### src/rtl/cmp_pkg.sv
// Shared types and constants for the byte-serial wide magnitude comparator.
package cmp_pkg;

  typedef enum logic [0:0] {
    ST_IDLE = 1'b0,
    ST_RUN  = 1'b1
  } cmp_state_e;

  typedef struct packed {
    logic lt;
    logic eq;
    logic gt;
  } cmp_res_t;

  // A fresh compare starts as "equal so far" so the first byte decides on its own.
  localparam cmp_res_t CASCADE_RESET = cmp_res_t'(3'b010);

  localparam cmp_res_t RESULT_RESET  = cmp_res_t'(3'b000);

endpackage

### src/rtl/eight_bit_comparator.sv
// Cascadable 8-bit magnitude comparator; the cascade inputs decide only when the bytes tie.
module eight_bit_comparator (
  input  logic [7:0] a,
  input  logic [7:0] b,
  input  logic       lin,
  input  logic       ein,
  input  logic       gin,
  output logic       less,
  output logic       equal,
  output logic       greater
);

  // Purely combinational byte compare with cascade pass-through on a tie.
  always_comb begin
    less    = 1'b0;
    equal   = 1'b0;
    greater = 1'b0;
    if (a < b) begin
      less = 1'b1;
    end else if (a > b) begin
      greater = 1'b1;
    end else begin
      less    = lin;
      equal   = ein;
      greater = gin;
    end
  end

endmodule

### src/rtl/wide_comparator_sequencer.sv
// Compares two NBYTES-wide operands one byte per clock, LSB first, reusing one
// eight_bit_comparator and feeding its registered result back as the cascade.
module wide_comparator_sequencer
  import cmp_pkg::*;
#(
  parameter int NBYTES = 4
) (
  input  logic                  clk,
  input  logic                  rst_n,
  input  logic                  start,
  input  logic                  abort,
  input  logic                  signed_mode,
  input  logic [8*NBYTES-1:0]   a,
  input  logic [8*NBYTES-1:0]   b,
  output logic                  busy,
  output logic                  done,
  output logic                  less,
  output logic                  equal,
  output logic                  greater
);

  localparam int IDXW = $clog2(NBYTES);

  cmp_state_e          state_q;
  logic [IDXW-1:0]     idx_q;
  logic [8*NBYTES-1:0] a_q;
  logic [8*NBYTES-1:0] b_q;
  logic                signed_q;
  cmp_res_t            casc_q;
  cmp_res_t            res_q;
  logic                busy_q;
  logic                done_q;

  logic                last_s;
  logic [7:0]          byte_a_s;
  logic [7:0]          byte_b_s;
  cmp_res_t            cmp_s;

  // Byte select; the top byte gets its sign bit flipped so signed order becomes unsigned order.
  always_comb begin
    last_s   = (idx_q == IDXW'(NBYTES - 1));
    byte_a_s = a_q[8*int'(idx_q) +: 8];
    byte_b_s = b_q[8*int'(idx_q) +: 8];
    if (last_s && signed_q) begin
      byte_a_s[7] = ~byte_a_s[7];
      byte_b_s[7] = ~byte_b_s[7];
    end else begin
      byte_a_s = byte_a_s;
      byte_b_s = byte_b_s;
    end
  end

  eight_bit_comparator u_cmp (
    .a       (byte_a_s),
    .b       (byte_b_s),
    .lin     (casc_q.lt),
    .ein     (casc_q.eq),
    .gin     (casc_q.gt),
    .less    (cmp_s.lt),
    .equal   (cmp_s.eq),
    .greater (cmp_s.gt)
  );

  // Sequencing FSM with registered handshake and result outputs.
  always_ff @(posedge clk) begin
    if (!rst_n) begin
      state_q  <= ST_IDLE;
      idx_q    <= '0;
      a_q      <= '0;
      b_q      <= '0;
      signed_q <= 1'b0;
      casc_q   <= CASCADE_RESET;
      res_q    <= RESULT_RESET;
      busy_q   <= 1'b0;
      done_q   <= 1'b0;
    end else begin
      done_q <= 1'b0;
      case (state_q)
        ST_IDLE: begin
          if (start && !abort) begin
            a_q      <= a;
            b_q      <= b;
            signed_q <= signed_mode;
            idx_q    <= '0;
            casc_q   <= CASCADE_RESET;
            busy_q   <= 1'b1;
            state_q  <= ST_RUN;
          end else begin
            busy_q  <= 1'b0;
            state_q <= ST_IDLE;
          end
        end
        ST_RUN: begin
          if (abort) begin
            busy_q  <= 1'b0;
            state_q <= ST_IDLE;
          end else if (last_s) begin
            casc_q  <= cmp_s;
            res_q   <= cmp_s;
            done_q  <= 1'b1;
            busy_q  <= 1'b0;
            state_q <= ST_IDLE;
          end else begin
            casc_q  <= cmp_s;
            idx_q   <= idx_q + IDXW'(1);
            state_q <= ST_RUN;
          end
        end
        default: begin
          busy_q  <= 1'b0;
          state_q <= ST_IDLE;
        end
      endcase
    end
  end

  assign busy    = busy_q;
  assign done    = done_q;
  assign less    = res_q.lt;
  assign equal   = res_q.eq;
  assign greater = res_q.gt;

endmodule

### config.mk
export PLATFORM = sky130hd
export DESIGN_NAME = wide_comparator_sequencer
export DESIGN_NICKNAME = d
export VERILOG_FILES = /design/src/rtl/cmp_pkg.sv /design/src/rtl/eight_bit_comparator.sv /design/src/rtl/wide_comparator_sequencer.sv
export SDC_FILE = /design/constraint.sdc
export NUM_CORES = 1
export LEC_CHECK = 0
export ABC_CLOCK_PERIOD_IN_PS = 4900
export CAP_MARGIN = 20
export CORE_ASPECT_RATIO = 0.75
export CORE_MARGIN = 2
export CORE_UTILIZATION = 45
export DETAILED_ROUTE_END_ITERATION = 7
export PLACE_DENSITY = 0.72
export SETUP_SLACK_MARGIN = 0.02
export SLEW_MARGIN = 20
export SYNTH_ARGS = -nofsm -noshare
export SYNTH_HDL_FRONTEND = slang
export SYNTH_HIERARCHICAL = 1
export SYNTH_SLANG_ARGS = --single-unit
### constraint.sdc
create_clock -name clk -period 4.9 [get_ports clk]
set_clock_uncertainty 0.2 [all_clocks]
set_input_delay 0.735 -clock clk [delete_from_list [all_inputs] [get_ports clk]]
set_output_delay 0.735 -clock clk [all_outputs]
set_load 0.02 [all_outputs]
==> summary.txt, run 1 <==
Status
  – Outcome: complete, no violations

Floorplanning
  – Top Ports: 74
  – Die Width: 104 um
  – Chip height: 78.9 um
  – Rows: 27
  – Starting density of the core: 0.461
  – Die area: 8190 um^2
  – Core area: 7300 um^2

Yosys
  – Post-synth top area cell: dfxtp_1
  – Top post-synthesis cells by area: dfxtp_1 (45%), nand2_1 (15%), a21oi_1 (11%), mux4_2 (11%), ha_1 (3.7%)
  – Seq/Total Area, Yosys: 0.452
  – FF+latch count, synth: 76
  – Async S/R FF share, synth: 0
  – Most used DFF post-synth: dfxtp_1
  – Synthesized Nets: 468
  – YS warnings: 6
  – Distinct cells, synth: 31
  – Top cell type's share of synthesized area: 0.452
  – Mapped Area: 3370 um^2
  – EDFF count, synth: 0
  – Mapped Avg Cell Area: 8.65 um^2
  – Cell count after synthesis: 389

CTS
  – Postcts setup bufs: 0
  – Clock tree buffer depth: 2
  – Root buf cell: clkbuf_8
  – CTS tree: yes
  – CTS Sinks: 76
  – CTS Buf Count: 9
  – Worst-path clk slew: 0.08 ns
  – Hold_buf cts: 0
  – H-tree depth: 3
  – Clock latency at the later pin of the worst-skew pair: 0.35 ns
  – Post-CTS resize count: 0

Detailed routing
  – Vias: 2,859
  – WL/cell: 14.1 um
  – 1st-pass router iterations: 6
  – Final ANT Viol Nets: 0
  – Final WL: 7.79 mm
  – Initial drt markers: 150
  – Vias/cell: 5.16
  – DRC Markers: 0

Timing
  – WHS: 0.254 ns
  – Worst Tran Pin Value: 0.908 ns
  – Rel. slew slack: 0.394
  – Min Clock Period, post-route: 3.22 ns
  – Hold Violations, Final: 0
  – Slew Viols, Final: 0
  – Fmax: 0.311 GHz
  – Setup violations, final: 0
  – Crit share post-route: 0.657
  – Setup tns final: 0 ns
  – RSZ-0062 raised after global routing: no

Power
  – Switching Share: 0.238
  – Clock power share: 0.375
  – Total power: 0.00134 W
  – Pwr Density: 313 nW/um^2
  – Leak: 1.51 nW
  – Sequential fraction of design power: 0.491
  – Combinational share of power: 0.134
  – Cell internal pwr: 0.00102 W
  – NetSw: 0.000320 W
  – Max VDD drop: 0.137 mV

Setup path
  – Largest stage delay, worst path: 0.62 ns
  – Arrival time at the worst endpoint: 3.24 ns
  – Crit Path Class: reg -> reg
  – Worst r2r src: idx_q[0]
  – Crit path max fanout: 14
  – Cell family with most CP delay: flip-flops
  – Crit. End Element: flip-flop
  – WP buf/inv: 2
  – Startpoint types: flip-flop
  – Worst Setup SP: idx_q[0]
  – CP required: 4.92 ns
  – CP Cell Sequence: buf_4 > mux4_2 > xnor2_1 > inv_1 > ha_1 > nand4_2 > a21o_1 > a22o_1 > a22oi_1 > nor2_1
  – CP max-delay cell: dfxtp_1

Finish
  – ANT cells: 0
  – Filler cell count: 676
  – Multi-input logic area: 1630 um^2
  – Layout net count: 528
  – Most common cell after layout, fill and taps aside: nand2_1
  – Most frequent cells in the layout: nand2_1 (138), dfxtp_1 (76), a21oi_1 (73), clkdlybuf4s50_1 (73), mux4_2 (16)
  – Layout area overhead: 27.7%
  – Storage element area: 1520 um^2
  – Share of cells above drive strength 1: 0.0861

Placement
  – GPL Wtd Cong: 0.761
  – Port Buffers: 73
  – Post-DP HPWL: 5.42 mm

GRT
  – Grt total ovfl: 0
  – First-pass GRT wire length: 13.0 mm
  – Vias in the first global route: 2,746
  – Total GRT Usage: 0.199
  – Initial antenna violation count: 0
  – Largest net degree at the start of global routing: 76

Min path
  – HP Start: a_q[20]
  – Hold crit path type: reg -> reg

Job
  – Max-cap violation count: 0
## sequential cells by signal (all words and copies together) (netlist names)
register	count
a_q	32
b_q	32
busy	1
casc_q	3
done	1
equal	1
greater	1
idx_q	2
less	1
signed_q	1
state_q	1
## metal layers
metal | GRT usage | up-vias | routed length [um]
li1 | - | 1427 | -
met1 | 0.260 | 1352 | 3540
met2 | 0.320 | 72 | 3660
met3 | 0.0714 | 8 | 517
met4 | 0.0486 | 0 | 78
met5 | 0 | - | 0
## worst paths after layout
kind	to	slack, ns	cells past startpoint
worst max-delay path	casc_q[2]	1.68	10
worst min-delay path	a_q[20]	0.25	2
worst max register to register	casc_q[2]	1.68	10
worst min register to register	a_q[20]	0.25	2
## power groups by stage
stage / clock network (W) / registers [W] / logic, W
after detailed placement: 0 / 0.000674 / 0.000178
after CTS: 0.000514 / 0.000659 / 0.000179
after global routing: 0.000541 / 0.000663 / 0.000198
after global placement: 0 / 0.000673 / 0.000172
after floorplan: 0 / 0.000667 / 0.000109
final: 0.000504 / 0.000660 / 0.000180
## cells in the mapped netlist, drive strengths merged, types with 2 or more instances
library cell,instances
nor3,2
inv,10
a21oi,73
nand3,5
dfxtp,76
nor2,7
ha,10
nor2b,4
buf,17
a31oi,2
nand4,2
mux4,16
clkbuf,11
a22oi,2
nand2,138
xnor2,2
## logic make-up (layout without fill, tap and decap cells)
group                    after synthesis  count (layout)  share of synthesized area
AO/OA/AOI/OAI                         83              83                      0.131
XOR/XNOR                               2               2                    0.00521
adder cells (fa/ha/maj)               10              10                     0.0372
buffers and inverters                 38             102                     0.0662
flip-flops                            76              76                      0.452
multiplexers                          17              17                      0.110
AND/OR/NAND/NOR                      163             163                      0.198
## final cells by class
class | count | area share
Inverter | 10 | 0.00932
Timing Repair Buffer | 77 | 0.181
Multi-Input combinational cell | 275 | 0.379
Sequential cell | 76 | 0.354
Clock buffer | 10 | 0.0297
Tap cell | 101 | 0.0294
Clock inverter | 5 | 0.0180
## metrics by stage
stage               setup WS [ns]  instance area [um^2]  utilization  cells
floorplan                    2.25                  3370            -    389
global placement             1.79                  4080        0.559    538
detailed placement           1.66                  4080        0.559    538
CTS                          1.66                  4290        0.587    553
global route                 1.44                  4300        0.589    554
finish                       1.68                  4300        0.589    554
## worst reg2reg max path, stage by stage (launching register included)
cell     delay, ns
dfxtp_1       0.62
buf_4         0.36
mux4_2        0.54
xnor2_1       0.16
inv_1         0.07
ha_1          0.35
nand4_2       0.15
a21o_1        0.21
a22o_1        0.23
a22oi_1       0.17
nor2_1        0.06
No activity file was read; power rests on OpenSTA's default activity.
==> run 2, diff against run 1 <==
--- a/config.mk
+++ b/config.mk
@@ -5,13 +5,13 @@
 export SDC_FILE = /design/constraint.sdc
 export NUM_CORES = 1
 export LEC_CHECK = 0
-export ABC_CLOCK_PERIOD_IN_PS = 4900
+export ABC_CLOCK_PERIOD_IN_PS = 2800
 export CAP_MARGIN = 20
 export CORE_ASPECT_RATIO = 0.75
 export CORE_MARGIN = 2
 export CORE_UTILIZATION = 45
 export DETAILED_ROUTE_END_ITERATION = 7
-export PLACE_DENSITY = 0.72
+export PLACE_DENSITY = 0.75
 export SETUP_SLACK_MARGIN = 0.02
 export SLEW_MARGIN = 20
 export SYNTH_ARGS = -nofsm -noshare
==> constraint.sdc (replaced) <==
create_clock -name clk -period 2.8 [get_ports clk]
set_clock_uncertainty 0.2 [all_clocks]
set_input_delay 0.42 -clock clk [delete_from_list [all_inputs] [get_ports clk]]
set_output_delay 0.42 -clock clk [all_outputs]
set_load 0.02 [all_outputs]
==> summary.txt, run 2 (synthesized netlist as in run 1, its figures left out) <==
CTS
  – H-tree depth: 3
  – Worst-path clk slew: 0.08 ns
  – CTS tree: yes
  – Root buf cell: clkbuf_8
  – Clock tree buffer depth: 2
  – Hold_buf cts: 0
  – Clock latency at the later pin of the worst-skew pair: 0.36 ns
  – CTS Sinks: 76
  – CTS Buf Count: 9

Setup path
  – WP buf/inv: 2
  – Startpoint types: flip-flop
  – CP required: 2.85 ns
  – CP Cell Sequence: buf_6 > mux4_2 > inv_1 > ha_1 > a21oi_1 > nor2_1 > a211oi_2 > a21oi_1 > a22oi_1 > nor2_1
  – Crit. End Element: flip-flop
  – CP max-delay cell: mux4_2
  – Crit path max fanout: 7
  – Arrival time at the worst endpoint: 2.67 ns
  – Largest stage delay, worst path: 0.51 ns
  – Cell family with most CP delay: compound AO/OA/AOI/OAI gates
  – Crit Path Class: reg -> reg

Power
  – NetSw: 0.000579 W
  – Max VDD drop: 0.288 mV
  – Switching Share: 0.244
  – Total power: 0.00238 W
  – Leak: 1.55 nW
  – Pwr Density: 545 nW/um^2
  – Clock power share: 0.381
  – Sequential fraction of design power: 0.486
  – Combinational share of power: 0.133
  – Cell internal pwr: 0.00180 W

GRT
  – Grt total ovfl: 0
  – GRT busiest layer: met2
  – Grt met2 use: 0.326
  – First-pass GRT wire length: 13.3 mm
  – Vias in the first global route: 2,812
  – Initial antenna violation count: 0
  – Largest net degree at the start of global routing: 49
  – Global-route met1 utilization: 0.271
  – Total GRT Usage: 0.208
  – GR Layer Usage met3: 0.0632

Placement
  – Inst Count DP: 545
  – Post-DP HPWL: 5.77 mm
  – GPL Wtd Cong: 0.813
  – Port Buffers: 73

Detailed routing
  – DRC Markers: 0
  – Vias/cell: 5.11
  – WL/cell: 14.4 um
  – Vias: 2,864
  – Initial drt markers: 149
  – Final WL: 8.07 mm
  – Final ANT Viol Nets: 0
  – 1st-pass router iterations: 4

Floorplanning
  – Starting density of the core: 0.461
  – Chip height: 78.9 um
  – Core area: 7300 um^2
  – Die area: 8190 um^2
  – Die Width: 104 um
  – Top Ports: 74
  – Rows: 27

Timing
  – Crit share post-route: 0.934
  – Setup tns final: 0 ns
  – Worst Tran Pin Value: 0.499 ns
  – Rel. slew slack: 0.667
  – Min Clock Period, post-route: 2.62 ns
  – Slew Viols, Final: 0
  – RSZ-0062 raised after global routing: yes
  – Hold Violations, Final: 0
  – Setup violations, final: 0
  – Fmax: 0.382 GHz
  – WHS: 0.259 ns

Finish
  – Layout net count: 534
  – Multi-input logic area: 1630 um^2
  – Storage element area: 1530 um^2
  – Biggest regs: a_q (32), b_q (32), casc_q (3)
  – Layout area overhead: 29.5%
  – Filler cell count: 663
  – ANT cells: 0
  – Finished Layout Cells: 561
  – Share of cells above drive strength 1: 0.104
  – Most frequent cells in the layout: nand2_1 (138), dfxtp_1 (75), a21oi_1 (73), clkdlybuf4s50_1 (73), mux4_2 (16)
  – Most common cell after layout, fill and taps aside: nand2_1

Job
  – Max-cap violation count: 0

Min path
  – Hold crit path type: reg -> reg

Status
  – Outcome: complete, no violations
==> run 2: per-layer routing <==
metal  up-vias  share of wire
met5         -              0
met3        15          0.063
met1      1331           0.46
li1       1437              -
met2        81           0.45
met4         0          0.020
==> run 2: stage by stage <==
stage	area [um^2]	setup slack [ns]	util
floorplan	3370	0.149	-
global placement	4130	0.200	0.566
detailed placement	4130	0.122	0.566
CTS	4350	0.0992	0.596
global route	4360	0.0246	0.597
finish	4360	0.184	0.597
==> run 2: power groups by stage <==
| stage | Sequential, W | Combinational, W | Clock, W |
|---|---|---|---|
| 2_1_floorplan | 0.00117 | 0.000190 | 0 |
| 3_3_place_gp | 0.00118 | 0.000305 | 0 |
| 3_5_place_dp | 0.00118 | 0.000312 | 0 |
| 4_1_cts | 0.00116 | 0.000315 | 0.000919 |
| 5_1_grt | 0.00116 | 0.000350 | 0.000965 |
| 6_report | 0.00115 | 0.000315 | 0.000905 |
==> run 2: area by class of cell <==
| class | count | area share |
|---|---|---|
| Clock inverter | 7 | 0.0210 |
| Inverter | 10 | 0.00861 |
| Sequential cell | 76 | 0.350 |
| Multi-Input combinational cell | 275 | 0.374 |
| Clock buffer | 9 | 0.0284 |
| Tap cell | 101 | 0.0290 |
| Timing Repair Buffer | 83 | 0.189 |
==> run 2: worst paths after layout <==
| check | from | depth (start not counted) | endpoint | slack, ns |
|---|---|---|---|---|
| min reg2reg | b_q[30] | 2 | b_q[30] | 0.26 |
| max reg2reg | idx_q[0] | 10 | casc_q[0] | 0.18 |
| max | idx_q[0] | 10 | casc_q[0] | 0.18 |
| min | b_q[30] | 2 | b_q[30] | 0.26 |
==> run 2: tightest hold or removal path: cells and delay by family, from the launching register on <==
kind / cells / cell delay, ns
AND/OR/NAND/NOR: 1 / 0.05
AO/OA/AOI/OAI: 1 / 0.05
flip-flops: 1 / 0.31
==> run 2: repair_timing <==
action                     CTS  global route
setup buffers                0             0
setup endpoints to repair    0             6
gates resized for setup      0             4
